[src/rtl/stim_sequencer.sv]
// Replays a programmed table of (delay, value) pairs onto a single stimulus line.
// Latency: entry k appears d_k+1 cycles after the previous one; no backpressure, writes/starts in RUN are dropped.
module stim_sequencer #(
    parameter int   DEPTH      = 8,
    parameter int   DW         = 8,
    parameter logic INIT_VALUE = 1'b0
) (
    input  logic                     clk,
    input  logic                     rst_n,
    input  logic                     wr_en,
    input  logic [DW-1:0]            wr_delay,
    input  logic                     wr_value,
    input  logic                     clear,
    input  logic                     start,
    input  logic                     abort,
    output logic                     out,
    output logic                     busy,
    output logic                     done,
    output logic [$clog2(DEPTH):0]   count,
    output logic                     full
);
    localparam int AW = $clog2(DEPTH);
    localparam logic [AW:0] FULL_CNT = (AW+1)'(DEPTH);

    localparam logic [1:0] IDLE = 2'd0;
    localparam logic [1:0] RUN  = 2'd1;
    localparam logic [1:0] DONE = 2'd2;

    logic [1:0]    state;
    logic [AW-1:0] idx;
    logic [DW-1:0] timer;
    logic [DW-1:0] delay_mem [DEPTH];
    logic          value_mem [DEPTH];
    logic          wr_ok;

    // Higher-priority commands in the same cycle swallow the write.
    assign wr_ok = wr_en && (state != RUN) && !full && !start && !clear;

    // Table storage has no reset so its contents survive a reset.
    always_ff @(posedge clk) begin
        if (rst_n && wr_ok) begin
            delay_mem[count[AW-1:0]] <= wr_delay;
            value_mem[count[AW-1:0]] <= wr_value;
        end
    end

    always_ff @(posedge clk) begin
        if (!rst_n) begin
            state <= IDLE;
            out   <= INIT_VALUE;
            count <= '0;
            idx   <= '0;
            timer <= '0;
            busy  <= 1'b0;
            done  <= 1'b0;
            full  <= 1'b0;
        end else begin
            case (state)
                RUN: begin
                    if (abort) begin
                        state <= IDLE;
                        busy  <= 1'b0;
                    end else if (timer != '0) begin
                        timer <= timer - 1'b1;
                    end else begin
                        out <= value_mem[idx];
                        if ({1'b0, idx} == count - 1'b1) begin
                            state <= DONE;
                            done  <= 1'b1;
                            busy  <= 1'b0;
                        end else begin
                            idx   <= idx + 1'b1;
                            timer <= delay_mem[idx + 1'b1];
                        end
                    end
                end
                default: begin
                    if (clear) begin
                        count <= '0;
                        full  <= 1'b0;
                        done  <= 1'b0;
                        state <= IDLE;
                    end else if (start) begin
                        if (count != '0) begin
                            idx   <= '0;
                            timer <= delay_mem[0];
                            done  <= 1'b0;
                            busy  <= 1'b1;
                            state <= RUN;
                        end else begin
                            done  <= 1'b1;
                            state <= DONE;
                        end
                    end else if (wr_ok) begin
                        count <= count + 1'b1;
                        full  <= (count + 1'b1 == FULL_CNT);
                    end
                end
            endcase
        end
    end
endmodule

[config.mk]
export PLATFORM = sky130hd
export DESIGN_NAME = stim_sequencer
export DESIGN_NICKNAME = d
export VERILOG_FILES = /design/src/rtl/stim_sequencer.sv
export SDC_FILE = /design/constraint.sdc
export NUM_CORES = 1
export LEC_CHECK = 0
export ABC_CLOCK_PERIOD_IN_PS = 5640
export BUFFER_PORTS_ARGS = -buffer_cell sky130_fd_sc_hd__buf_2
export CAP_MARGIN = 20
export CORE_ASPECT_RATIO = 0.7
export CORE_UTILIZATION = 65
export DETAILED_ROUTE_END_ITERATION = 8
export MAX_ROUTING_LAYER = met4
export PLACE_DENSITY = 0.95
export SYNTH_ARGS = -nofsm -noshare
export SYNTH_HDL_FRONTEND = slang
export SYNTH_SLANG_ARGS = --single-unit
[constraint.sdc]
create_clock -name clk -period 5.64 [get_ports clk]
set_input_delay 1.41 -clock clk [delete_from_list [all_inputs] [get_ports clk]]
set_output_delay 1.41 -clock clk [all_outputs]
set_load 0.02 [all_outputs]
==> impl_metrics.py, run 1 <==
metrics = {
    "critical_path": {
        "cp_data_arrival_time_ns": 3.43,
        "r2r_start": "state[0]$_SDFFE_PN0P_",
        "rrSetupSlack_ns": 2.82,
        "crit_type": "in -> reg",
        "reg2reg_depth": 6,
        "crit_path_end_kind": "register",
        "critPathSlowestCell": "nor3_1",
        "crit_fanout": 9,
        "required_ns": 5.63,
        "critical_path.top_delay_family": "simple AND/OR/NAND/NOR gates",
        "reg2reg_to": "delay_mem[0][3]$_DFFE_PP_",
        "worst-path-buf-inv": 1,
        "start_kind": "primary input",
        "cpPeakStageDelay_ns": 0.91,
        "crit_chain": "buf_2 > nor3b_1 > and2_1 > nand3_1 > nor3_1",
    },
    "yosys": {
        "postSynthAreaPerCell_um2": 13.58,
        "synthTopCellsByArea": "edfxtp_1, dfxtp_1, mux4_2",
        "synth_nets": 332,
        "ys_ff_latch": 93,
        "yosysUniqueCellTypes": 50,
        "synth-async-reset-ratio_pct": 0,
        "synth_ff_type": "edfxtp_1",
        "synth_area_um2": 4223,
        "yosysWarnings": 0,
        "yosysSeqAreaShare_pct": 61.16,
        "yosys.area.top_type": "edfxtp_1",
        "synth-edff-count": 72,
        "syn-instance-count": 311,
        "yosysTopAreaCellShare_pct": 51.20,
    },
    "grt": {
        "grt_max_degree": 24,
        "grt_pass1_wl_um": 14780,
        "grt_overflow": 0,
        "grt_pass1_vias": 2568,
        "grt.total_usage_pct": 31.20,
        "antenna_found_initial": 0,
    },
    "finish": {
        "layout_common_cells": "edfxtp_1, nand2_1, buf_2",
        "areaGrowthSynthToFinish_pct": 7.674,
        "nets": 348,
        "layout_commonest_cell": "edfxtp_1",
        "antenna_cells": 0,
        "drive_gt1_share_pct": 21.69,
    },
    "placement": {
        "portBuffers": 22,
        "gp_congestion": 0.9438,
        "dp_hpwl_um": 6702,
    },
    "die": {
        "die_h_um": 69.44,
        "start_util_pct": 67.61,
        "fp.coreArea_um2": 6246,
        "die_area_um2": 6828,
        "die_w_um": 98.34,
        "rows": 24,
        "io_pins": 23,
    },
    "drt": {
        "routedWlPerCell_um": 23.27,
        "drc": 0,
        "via_count": 2843,
        "ant_nets": 0,
        "via_per_inst": 6.934,
        "drt_iter0_markers": 426,
        "first_pass_iters": 7,
        "drt-total-wl_um": 9539,
    },
    "timing": {
        "finalCriticalPeriod_ns": 3.445,
        "finalCritPeriodShare_pct": 61.08,
        "rsz0062_at_grt": "false",
        "finClkSkew_ns": 0.007463,
        "max_freq_mhz": 290.3,
        "slew_headroom_pct": 26.09,
        "worst_pin_slew_ns": 1.100,
        "whs_ns": 0.5467,
        "finalSetupViolCount": 0,
        "final_max_slew_viol_count": 0,
        "tns_ns": 0,
        "hold_violations": 0,
    },
    "clock_tree": {
        "cts_max_level": 3,
        "post_cts_buffers": 0,
        "numCtsBuffers": 9,
        "hold_buffers": 0,
        "cts.repair.resized": 0,
        "root_buffer": "clkbuf_8",
        "cts_tree": "done",
        "clock_latency_ns": 0.36,
        "numClockSinks": 93,
        "clk_pin_slew_ns": 0.10,
        "cts_max_path_buffers": 2,
    },
    "run": {
        "maxCapViolations": 0,
    },
    "status": {
        "status": "completed",
    },
    "min_path": {
        "hold_path.startpoint": "timer[1]$_SDFFE_PN0P_",
        "whs_path_depth": 2,
        "hold_end": "timer[1]$_SDFFE_PN0P_",
        "min_path_type": "reg -> reg",
    },
    "power_and_ir_drop": {
        "vdd_drop_max_v": 0.0002590,
        "p_per_area_nw_per_um2": 283.6,
        "p_leak_nw": 1.510,
    },
}
[cells in the mapped netlist (8+ instances only)]
| master | n |
|---|---|
| inv_1 | 8 |
| nor2_1 | 21 |
| dfxtp_1 | 21 |
| edfxtp_1 | 72 |
| o211ai_1 | 8 |
| mux4_2 | 18 |
| o21ai_0 | 8 |
| nor3_1 | 8 |
| nand2_1 | 30 |
| nand3_1 | 11 |
| a21oi_1 | 14 |
| clkbuf_1 | 12 |
[power by group]
group	switching, mW	internal (mW)
combinational	0.0726	0.0416
sequential	0.00643	0.742
clock	0.255	0.171
[worst min-delay path: cells and delay by family, from the launching register on]
| family | cells | cell delay [ns] |
|---|---|---|
| compound gates | 2 | 0.17 |
| flops | 1 | 0.34 |
[area by class of cell]
class,count,area (µm²)
Fill cell,391,1699
Multi-Input combinational cell,190,1520
Clock inverter,7,62.56
Sequential cell,93,2582
Clock buffer,9,123.9
Inverter,8,30.03
Timing Repair Buffer,25,130.1
Tap cell,78,97.59
[routing by layer]
metal	routed length, µm	up-vias	global-route usage, %
met5	0	-	-
met4	82	0	4.643
met3	1327	13	9.073
met2	4212	220	43.27
met1	3916	1379	47.41
li1	-	1231	-
[per-stage QoR]
step	instance area (µm²)	std cells	utilization [%]	total power, mW	setup WS, ns
floorplan	4223	311	-	0.8417	2.205
global placement	4355	393	69.73	0.8720	1.941
detailed placement	4355	393	69.73	0.8760	1.734
CTS	4542	409	72.72	1.291	2.086
global route	4547	410	72.80	1.331	2.094
finish	4547	410	72.80	1.290	2.195
[sequential cells by signal, summed over array words and instances, names as in the netlist, 2 cells and up]
name       cells
delay_mem     64
timer          8
value_mem      8
count          4
idx            3
state          2
[worst max-delay path by stage]
stage               cells past startpoint  slack [ns]                        end  startpoint
finish                                  5        2.20  delay_mem[0][3]$_DFFE_PP_       start
CTS                                     5        2.09  delay_mem[1][0]$_DFFE_PP_       start
global placement                        5        1.94     value_mem[1]$_DFFE_PP_       start
floorplan                               6        2.20  delay_mem[1][0]$_DFFE_PP_       start
detailed placement                      5        1.73  delay_mem[1][1]$_DFFE_PP_       start
global route                            5        2.09  delay_mem[0][2]$_DFFE_PP_       start
[kinds of logic (layout without fill, tap and decap cells)]
kind of cell             Yosys count  in the layout  share of synthesized area, %
AND/OR/NAND/NOR                   96             96                         11.62
flip-flops                        93             93                         61.16
AO/OA/AOI/OAI                     54             54                         9.482
buffers and inverters             28             49                         2.844
multiplexers                      24             24                         11.05
XOR/XNOR                          10             10                         2.074
adder cells (fa/ha/maj)            6              6                         1.778
(Power assumes the default switching activity.)
==> run 2, diff against run 1 <==
==> config.mk (replaced) <==
export PLATFORM = sky130hd
export DESIGN_NAME = stim_sequencer
export DESIGN_NICKNAME = d
export VERILOG_FILES = /design/src/rtl/stim_sequencer.sv
export SDC_FILE = /design/constraint.sdc
export NUM_CORES = 1
export LEC_CHECK = 0
export ABC_CLOCK_PERIOD_IN_PS = 2900
export BUFFER_PORTS_ARGS = -buffer_cell sky130_fd_sc_hd__buf_2
export CAP_MARGIN = 20
export CORE_ASPECT_RATIO = 0.7
export CORE_UTILIZATION = 55
export DETAILED_ROUTE_END_ITERATION = 8
export MAX_ROUTING_LAYER = met4
export PLACE_DENSITY = 0.88
export SYNTH_ARGS = -nofsm -noshare
export SYNTH_HDL_FRONTEND = slang
export SYNTH_SLANG_ARGS = --single-unit
==> constraint.sdc (replaced) <==
create_clock -name clk -period 2.9 [get_ports clk]
set_input_delay 0.725 -clock clk [delete_from_list [all_inputs] [get_ports clk]]
set_output_delay 0.725 -clock clk [all_outputs]
set_load 0.02 [all_outputs]
==> impl_metrics.py, run 2 (synthesis gave the netlist of run 1 again) <==
metrics = {
    "drt": {
        "drt_iter0_markers": 284,
        "via_per_inst": 6.268,
        "routedWlPerCell_um": 20.62,
        "ant_nets": 0,
        "drt-total-wl_um": 9092,
        "via_count": 2764,
        "first_pass_iters": 4,
        "drc": 0,
    },
    "finish": {
        "drive_gt1_share_pct": 23.91,
        "stdcell_count": 441,
        "layout_common_cells": "edfxtp_1, nand2_1, buf_2",
        "fill_cells": 539,
        "final_util_pct": 63.82,
        "layout_commonest_cell": "edfxtp_1",
        "nets": 359,
        "regArea_um2": 2582,
        "multi_input_area_um2": 1520,
        "largest_reg_flops": 64,
        "antenna_cells": 0,
        "stdcell_area_um2": 4692,
        "areaGrowthSynthToFinish_pct": 11.11,
    },
    "power_and_ir_drop": {
        "p_per_area_nw_per_um2": 562.3,
        "p_leak_nw": 1.576,
        "power_mw": 2.638,
        "vdd_drop_max_v": 0.0003186,
    },
    "clock_tree": {
        "numClockSinks": 93,
        "cts_tree": "done",
        "clk_pin_slew_ns": 0.09,
        "numCtsBuffers": 9,
        "cts_max_level": 3,
        "cts_max_path_buffers": 2,
        "cts.repair.resized": 0,
        "clock_latency_ns": 0.36,
        "hold_buffers": 0,
        "root_buffer": "clkbuf_8",
        "post_cts_buffers": 0,
    },
    "critical_path": {
        "start_kind": "register",
        "cp_data_arrival_time_ns": 2.87,
        "rrSetupSlack_ns": 0.30,
        "reg2reg_to": "timer[1]$_SDFFE_PN0P_",
        "crit_type": "reg -> reg",
        "crit_path_end_kind": "register",
        "reg2reg_depth": 7,
        "r2r_start": "count[0]$_SDFFE_PN0P_",
        "crit_fanout": 10,
        "required_ns": 3.17,
    },
    "die": {
        "die_area_um2": 8038,
        "io_pins": 23,
        "start_util_pct": 57.44,
        "die_h_um": 75.31,
        "fp.coreArea_um2": 7352,
        "die_w_um": 106.7,
        "rows": 26,
    },
    "timing": {
        "worst_pin_slew_ns": 0.7407,
        "finClkSkew_ns": 0.01268,
        "finalCriticalPeriod_ns": 2.603,
        "postLayoutSetupSlackWorst_ns": 0.2968,
        "finalCritPeriodShare_pct": 89.76,
        "final_max_slew_viol_count": 0,
        "hold_violations": 0,
        "tns_ns": 0,
        "finalSetupViolCount": 0,
        "rsz0062_at_grt": "false",
        "whs_ns": 0.5349,
        "slew_headroom_pct": 50.62,
        "max_freq_mhz": 384.1,
    },
    "placement": {
        "dp_cells": 425,
        "place_area_um2": 4471,
        "dp_slack_ns": 0.3279,
        "portBuffers": 22,
        "dp_hpwl_um": 6146,
        "gp_congestion": 0.8411,
    },
    "run": {
        "maxCapViolations": 0,
    },
    "min_path": {
        "whs_path_depth": 2,
        "hold_end": "out$_SDFFE_PN0P_",
        "hold_path.startpoint": "out$_SDFFE_PN0P_",
        "min_path_type": "reg -> reg",
    },
    "grt": {
        "grt_pass1_wl_um": 14210,
        "antenna_found_initial": 0,
        "grt_overflow": 0,
        "grt_pass1_vias": 2614,
        "grt_max_degree": 23,
        "grt.total_usage_pct": 25.86,
    },
    "status": {
        "status": "completed",
    },
}
[run 2: changes by cell type in the layout (fill, tap and decap cells not counted), sizes merged]
cell,change
clkinvlp,+1
buf,+11
inv,-3
clkbuf,+1
clkinv,-1
bufinv,+2
[run 2: power breakdown]
group	total [mW]	switching (mW)	internal (mW)
Sequential	1.46	0.0127	1.44
Clock	0.954	0.461	0.493
Combinational	0.228	0.141	0.0876
[run 2: cell type report]
| class | instances | area share [%] |
|---|---|---|
| inverter | 8 | 0.6400 |
| sequential | 93 | 55.04 |
| clock inverter | 6 | 2.000 |
| timing repair buffer | 36 | 4.587 |
| clock buffer | 10 | 2.720 |
| multi-input combinational | 190 | 32.40 |
| tap | 98 | 2.613 |
[run 2: per-layer routing]
metal	part of all wire, %	track usage, %	vias up	wire length [µm]
met1	43	34.15	1386	3936
met5	0	-	-	0
met4	1.4	9.589	0	131
met2	47	40.14	107	4314
li1	-	-	1257	-
met3	7.8	5.817	14	710
[run 2: worst max-delay path: stages (launching register included)]
cell and delay [ns]:
dfxtp_1 0.59, inv_1 0.12, ha_1 0.35, xnor2_1 0.16, nor2_1 0.39, o2111ai_4 0.27
and2_1 0.35, a311oi_1 0.28
[run 2: worst max path at each step]
| stage | start | endpoint | depth (start not counted) |
|---|---|---|---|
| after detailed placement | count[0]$_SDFFE_PN0P_ | timer[1]$_SDFFE_PN0P_ | 7 |
| after global placement | count[0]$_SDFFE_PN0P_ | timer[3]$_SDFFE_PN0P_ | 7 |
| after CTS | count[0]$_SDFFE_PN0P_ | timer[1]$_SDFFE_PN0P_ | 7 |
| final | count[0]$_SDFFE_PN0P_ | timer[1]$_SDFFE_PN0P_ | 7 |
| after floorplan | start | delay_mem[1][0]$_DFFE_PP_ | 6 |
| after global routing | count[0]$_SDFFE_PN0P_ | timer[0]$_SDFFE_PN0P_ | 7 |
